## src/rtl/seq_multiplier.sv

```systemverilog
// rtl/seq_multiplier.sv - radix-2 shift-add unsigned multiplier with IDLE/RUN/DONE control
// Optional zero-operand shortcut: define SEQ_MULTIPLIER_ZERO_SKIP_EN.
module seq_multiplier #(
    parameter int WIDTH = 4
) (
    input  logic                 Clk,
    input  logic                 Reset_n,
    input  logic                 Start,
    input  logic [WIDTH-1:0]     Multiplicand,
    input  logic [WIDTH-1:0]     Multiplier,
    output logic [2*WIDTH-1:0]   Product,
    output logic                 Busy,
    output logic                 Done
);

    localparam int PW = 2 * WIDTH;
    localparam int CW = $clog2(WIDTH + 1);

    typedef enum logic [1:0] {
        IDLE = 2'd0,
        RUN  = 2'd1,
        DONE = 2'd2
    } state_t;

    state_t          state;
    state_t          state_nxt;
    logic [PW-1:0]   mcand;
    logic [PW-1:0]   acc;
    logic [PW-1:0]   acc_sum;
    logic [WIDTH-1:0] mplier;
    logic [CW-1:0]   cnt;
    logic            accept;
    logic            last_step;
    logic            zero_op;

    // Decode of the current step: acceptance window, final step, next partial sum
    always_comb begin
        accept    = Start && ((state == IDLE) || (state == DONE));
        last_step = (state == RUN) && (cnt == CW'(WIDTH - 1));
        acc_sum   = mplier[0] ? (acc + mcand) : acc;
`ifdef SEQ_MULTIPLIER_ZERO_SKIP_EN
        zero_op   = (Multiplicand == '0) || (Multiplier == '0);
`else
        zero_op   = 1'b0;
`endif
    end

    // State register
    always_ff @(posedge Clk or negedge Reset_n) begin
        if (!Reset_n) begin
            state <= IDLE;
        end else begin
            state <= state_nxt;
        end
    end

    // Next-state: Start is only honoured outside RUN, DONE lasts a single cycle
    always_comb begin
        state_nxt = state;
        case (state)
            IDLE: begin
                if (Start) state_nxt = zero_op ? DONE : RUN;
            end
            RUN: begin
                if (last_step) state_nxt = DONE;
            end
            DONE: begin
                if (Start) state_nxt = zero_op ? DONE : RUN;
                else       state_nxt = IDLE;
            end
            default: state_nxt = IDLE;
        endcase
    end

    // Datapath: latch operands on accept, one shift-add step per RUN cycle,
    // Product only updates when a result completes
    always_ff @(posedge Clk or negedge Reset_n) begin
        if (!Reset_n) begin
            mcand   <= '0;
            mplier  <= '0;
            acc     <= '0;
            cnt     <= '0;
            Product <= '0;
        end else if (accept) begin
            mcand  <= {{WIDTH{1'b0}}, Multiplicand};
            mplier <= Multiplier;
            acc    <= '0;
            cnt    <= '0;
            if (zero_op) Product <= '0;
        end else if (state == RUN) begin
            acc    <= acc_sum;
            mcand  <= mcand << 1;
            mplier <= mplier >> 1;
            cnt    <= cnt + CW'(1);
            if (last_step) Product <= acc_sum;
        end
    end

    // Status outputs decoded from state so they can never overlap
    always_comb begin
        Busy = (state == RUN);
        Done = (state == DONE);
    end

endmodule

```

## config.mk

```make
export PLATFORM = sky130hd
export DESIGN_NAME = seq_multiplier
export DESIGN_NICKNAME = d
export VERILOG_FILES = /design/src/rtl/seq_multiplier.sv
export SDC_FILE = /design/constraint.sdc
export NUM_CORES = 1
export LEC_CHECK = 0
export ABC_AREA = 1
export CORE_MARGIN = 2
export CORE_UTILIZATION = 55
export DETAILED_ROUTE_END_ITERATION = 16
export GPL_ROUTABILITY_DRIVEN = 0
export MAX_ROUTING_LAYER = met4
export PLACE_DENSITY = 0.76
export SETUP_SLACK_MARGIN = 0.05
export SLEW_MARGIN = 20
export SYNTH_ARGS = -nofsm -noshare
export SYNTH_HDL_FRONTEND = slang
export SYNTH_SLANG_ARGS = --single-unit
```

## constraint.sdc

```tcl
create_clock -name Clk -period 1.9 [get_ports Clk]
set_input_delay 0.38 -clock Clk [delete_from_list [all_inputs] [get_ports Clk]]
set_output_delay 0.38 -clock Clk [all_outputs]
set_load 0.05 [all_outputs]
```

==> reports/metrics.yaml, run 1 <==
fillers: 264
wl_per_cell_um: 12.9
powerDensity_nw_per_um2: 1900
tightest_slew_ns: 0.502
yosys_register_bits: 33
clockRootBuffer: "clkbuf_4"
final_cell_mix: "58 x nand2_1, 33 x dfrtp_1, 27 x inv_1"
grt_pass1_wl_um: 6070
hp-class: "in2async"
postCtsSetupBuffers: 0
critPathMaxFanout: 3
cp-end-kind: "flip-flop"
cts_max_path_buffers: 2
r2r_start: "mcand[0]"
synth.distinct_cells: 28
fin_skew_ns: 0.00661
status: "complete, no violations"
fin_util_pct: 67.8
drv_slew: 0
yosys_warnings: 0
synth_area_um2: 1730
layout_min_cycle_time_ns: 1.68
rrSetupSlack_ns: 0.22
die_y_um: 60.1
synth_top_cell_by_area: "dfrtp_1"
clock_latency_ns: 0.34
critPathLaunchType: "flip-flop"
stdcell_count: 270
die_x_um: 60.1
max_slew_margin_pct: 66.7
layout-drive-gt1-share_pct: 11.1
avgSynthCellArea_um2: 8.62
fin_setup_tns_ns: 0
num_rows: 20
timing.final.crit_share_pct: 88.4
antenna_found_initial: 0
dpl_cell_area_um2: 1970
startpoint: "mcand[0]"
viasPerCell: 5.26
clk_pin_slew_ns: 0.10
power.total_uw: 3900
synth_area_leaders: "dfrtp_1 48%, nand2_1 13%, ha_1 6.5%"
final_area_um2: 2050
core_area_um2: 3030
cts_tree: "done"
grtUsageTotal_pct: 23.9
ios: 21
path_class: "reg2reg"
vdd_drop_max_uv: 1010
grt_pass1_vias: 1426
finalHoldViolCount: 0
n_antenna_cell: 0
cts_sinks: 33
reg2regPathDepth: 10
dr.first_iter.drc_count: 66
nNetsFinal: 246
timing.fmax_mhz: 596
cts-buffers-inserted: 5
synth_cells: 201
drt-total-wl_um: 3490
die_area_um2: 3610
drc: 0
rsz0062_at_grt: "no"
grt_max_degree: 34
vias: 1421
seq_area_frac_synth_pct: 47.7
place_inst: 262
cp.arrival_ns: 1.91
start_util_pct: 57.2
area_delta_synth_final_pct: 18.6
place_hpwl_um: 2670
timing.rr.end: "acc[6]"
drtPass1Iterations: 4
gr-total-overflow: 0
setup_viol: 0
numPortBuffers: 20
required_ns: 2.13
drtAntennaViolNets: 0
synth_top_area_share_pct: 47.7
p_leak_uw: 0.00104
max-cap-violations: 0
syn_nets: 222
htreeDepth: 2
final_common_cell: "nand2_1"
-- flip-flops by register name (all words and copies together), names as in the netlist --
name and flops:
Product 8, acc 8, cnt 3, mcand 8, mplier 4, state 2
-- final cells by class --
type	count	area [µm²]	share of cell area, %
Sequential cell	33	826	40.2
Multi-Input combinational cell	134	767	37.4
Timing Repair Buffer	21	205	9.99
Inverter	30	115	5.61
Clock buffer	7	55.1	2.68
Tap cell	44	55.1	2.68
Clock inverter	1	30.0	1.46
-- metrics by stage --
| stage | hold slack [ns] | setup slack (ns) |
|---|---|---|
| floorplan | 0.0844 | 0.312 |
| global placement | 0.468 | 0.227 |
| detailed placement | 0.473 | 0.172 |
| CTS | 0.423 | 0.160 |
| global route | 0.433 | 0.0737 |
| finish | 0.424 | 0.221 |
-- power breakdown --
| part | internal, µW | switching, µW |
|---|---|---|
| Sequential | 1010 | 238 |
| Combinational | 746 | 1360 |
| Clock | 314 | 235 |
| Total | 2070 | 1840 |
-- critical path: stages (launching register included) --
cell and delay [ns]:
dfrtp_1 0.39, ha_2 0.20, fa_2 0.34, nand2_1 0.08, nand2_1 0.09, nand3b_1 0.11, nand2_1 0.06, nand2_1 0.05
nand3_1 0.09, nand3_1 0.11, nand2_1 0.06
-- synth_stat cells (all sizes together) --
cell type   n
nor2        8
o22ai       5
nand3      16
a22o        1
o221ai      6
dfrtp      33
nand3b      3
o21ai      16
nand2      60
fa          1
or2         4
a21oi       4
inv        30
ha          9
xnor2       1
buf         4
-- worst max path at each step --
| stage | endpoint | slack [ns] |
|---|---|---|
| floorplan | acc[6] | 0.31 |
| global placement | Product[6] | 0.23 |
| detailed placement | acc[6] | 0.17 |
| CTS | acc[6] | 0.16 |
| global route | Product[6] | 0.07 |
| finish | acc[6] | 0.22 |
-- routing by layer --
metal  up-vias  global-route usage [%]  wire length [µm]
li1        706                       -                 -
met2        23                    40.7              1850
met5         -                       -                 0
met1       686                    26.6              1480
met3         6                    5.84               112
met4         0                    9.84                51
-- cells by family (layout without fill, tap and decap cells) --
group                    count (synthesis)  count (layout)  synth area share [%]
AO/OA/AOI/OAI                           32              32                  12.1
XOR/XNOR                                 1               1                 0.506
adder cells (fa/ha/maj)                 10              10                  7.66
buffers and inverters                   34              59                  8.31
flip-flops                              33              33                  47.7
AND/OR/NAND/NOR                         91              91                  23.8
-- what timing repair did --
action | CTS | global route
gates resized for setup | 8 | 2
pin swaps | 0 | 1
endpoints found under the setup margin | 8 | 3
hold buffers | 0 | 0
(Power assumes the default switching activity.)
==> inputs of run 2 (changes only) <==
- SETUP_SLACK_MARGIN: 0.05 -> default
==> run 2 against run 1 <==
Effect of this change: critical path depth unchanged; critical endpoint unchanged; largest power group unchanged; critical path type unchanged; clock power is essentially flat; fmax down 4.7%; hold slack about the same.
==> reports/metrics.yaml, run 2 (synthesized netlist as in run 1, its figures left out) <==
multi_input_area_um2: 762
pwr-share-comb_pct: 54.1
rrSetupSlack_ns: 0.14
grt_max_degree: 34
critPathMaxFanout: 3
cts_max_path_buffers: 2
nNetsFinal: 246
powerDensity_nw_per_um2: 1900
numPortBuffers: 20
required_ns: 2.13
postCtsSetupBuffers: 0
gr-total-overflow: 0
finalHoldViolCount: 0
pwr-share-clk_pct: 14.0
max-cap-violations: 0
register_area_um2: 826
critPathLaunchType: "flip-flop"
drv_slew: 0
die_x_um: 60.1
drt-total-wl_um: 3470
n_antenna_cell: 0
fin_setup_tns_ns: 0
r2r_start: "mcand[0]"
final_cell_mix: "58 x nand2_1, 33 x dfrtp_1, 27 x inv_1"
grt_pass1_vias: 1426
path_class: "reg2reg"
p_leak_uw: 0.00106
vdd_drop_max_uv: 1010
cts_sinks: 33
timing.final.crit_share_pct: 92.7
grtUsageTotal_pct: 23.9
drc: 0
antenna_found_initial: 0
clk_pin_slew_ns: 0.10
layout_min_cycle_time_ns: 1.76
drtPass1Iterations: 5
hp-class: "in2async"
ctsHoldBuffers: 0
fin_util_pct: 67.8
status: "complete, no violations"
timing.rr.end: "acc[6]"
p_int_uw: 2070
ios: 21
viasPerCell: 5.24
vias: 1415
tightest_slew_ns: 0.500
cp-end-kind: "flip-flop"
max_slew_margin_pct: 66.6
use_met1_pct: 26.6
num_rows: 20
core_area_um2: 3030
cts-buffers-inserted: 5
grt_most_used_layer: "met2"
grtUsageMet3_pct: 5.84
htreeDepth: 2
grtUsageMet2_pct: 40.7
clock_latency_ns: 0.34
place_hpwl_um: 2670
die_area_um2: 3610
start_util_pct: 57.2
reg2regPathDepth: 10
switching_share_pct: 46.9
drtAntennaViolNets: 0
fin_skew_ns: 0.00812
holdWs_ns: 0.424
die_y_um: 60.1
timing.fmax_mhz: 568
clockRootBuffer: "clkbuf_4"
pwr-share-seq_pct: 31.9
layout-drive-gt1-share_pct: 10.2
final_common_cell: "nand2_1"
rsz0062_at_grt: "no"
netSwitchingPower_uw: 1830
dr.first_iter.drc_count: 66
wl_per_cell_um: 12.8
cp.arrival_ns: 1.99
fillers: 262
cts_tree: "done"
reg.largest.list: "Product x8, acc x8, mcand x8"
area_delta_synth_final_pct: 18.5
setup_viol: 0
grt_pass1_wl_um: 6070
-- run 2: changes by cell type in the layout (fill, tap and decap cells not counted) --
cell / change
ha_2: -1
fa_2: -1
dlygate4sd2_1: -1
ha_1: +1
fa_1: +1
dlymetal6s2s_1: +1
-- run 2: repair_timing --
item | in CTS | in global routing
pin swaps | 0 | 0
gates resized for setup | 7 | 1
endpoints found under the setup margin | 7 | 1
-- run 2: power by group through the flow --
stage / combinational (µW) / sequential [µW] / clock [µW]
after detailed placement: 2170 / 1260 / 0
after global routing: 2370 / 1280 / 594
after CTS: 2130 / 1240 / 569
after global placement: 2080 / 1240 / 0
final: 2110 / 1240 / 546
after floorplan: 1410 / 1450 / 0
-- run 2: through the flow --
| stage | setup WS [ns] | instances | area (µm²) | power, µW |
|---|---|---|---|---|
| after global placement | 0.227 | 262 | 1970 | 3320 |
| after CTS | 0.00731 | 270 | 2050 | 3940 |
| final | 0.138 | 270 | 2050 | 3900 |
| after floorplan | 0.312 | 201 | 1730 | 2860 |
| after detailed placement | 0.172 | 262 | 1970 | 3430 |
| after global routing | 0.0104 | 270 | 2050 | 4250 |
-- run 2: routing by layer --
| layer | share of wire, % | wire [µm] |
|---|---|---|
| met5 | 0 | 0 |
| met1 | 42 | 1470 |
| met3 | 3.0 | 105 |
| met4 | 1.2 | 43 |
| met2 | 53 | 1850 |
-- run 2: worst max path at each step --
stage,endpoint,depth (start not counted),slack (ns),from
floorplan,acc[6],10,0.31,mcand[0]
global placement,Product[6],10,0.23,mcand[0]
detailed placement,acc[6],10,0.17,mcand[0]
CTS,Product[1],1,0.007,Product[1]
global route,Product[6],10,0.01,mcand[0]
finish,acc[6],10,0.14,mcand[0]
-- run 2: critical path, stage by stage, from the launching register on --
cell and delay [ns]:
dfrtp_1 0.39, ha_1 0.23, fa_1 0.39, nand2_1 0.09, nand2_1 0.09, nand3b_1 0.11, nand2_1 0.06, nand2_1 0.05
nand3_1 0.09, nand3_1 0.11, nand2_1 0.06
-- run 2: cell type report --
cell class	count	area share, %
clock buffer	7	2.68
clock inverter	1	1.46
inverter	30	5.61
multi-input combinational	134	37.1
sequential	33	40.2
tap	44	2.68
timing repair buffer	21	10.2
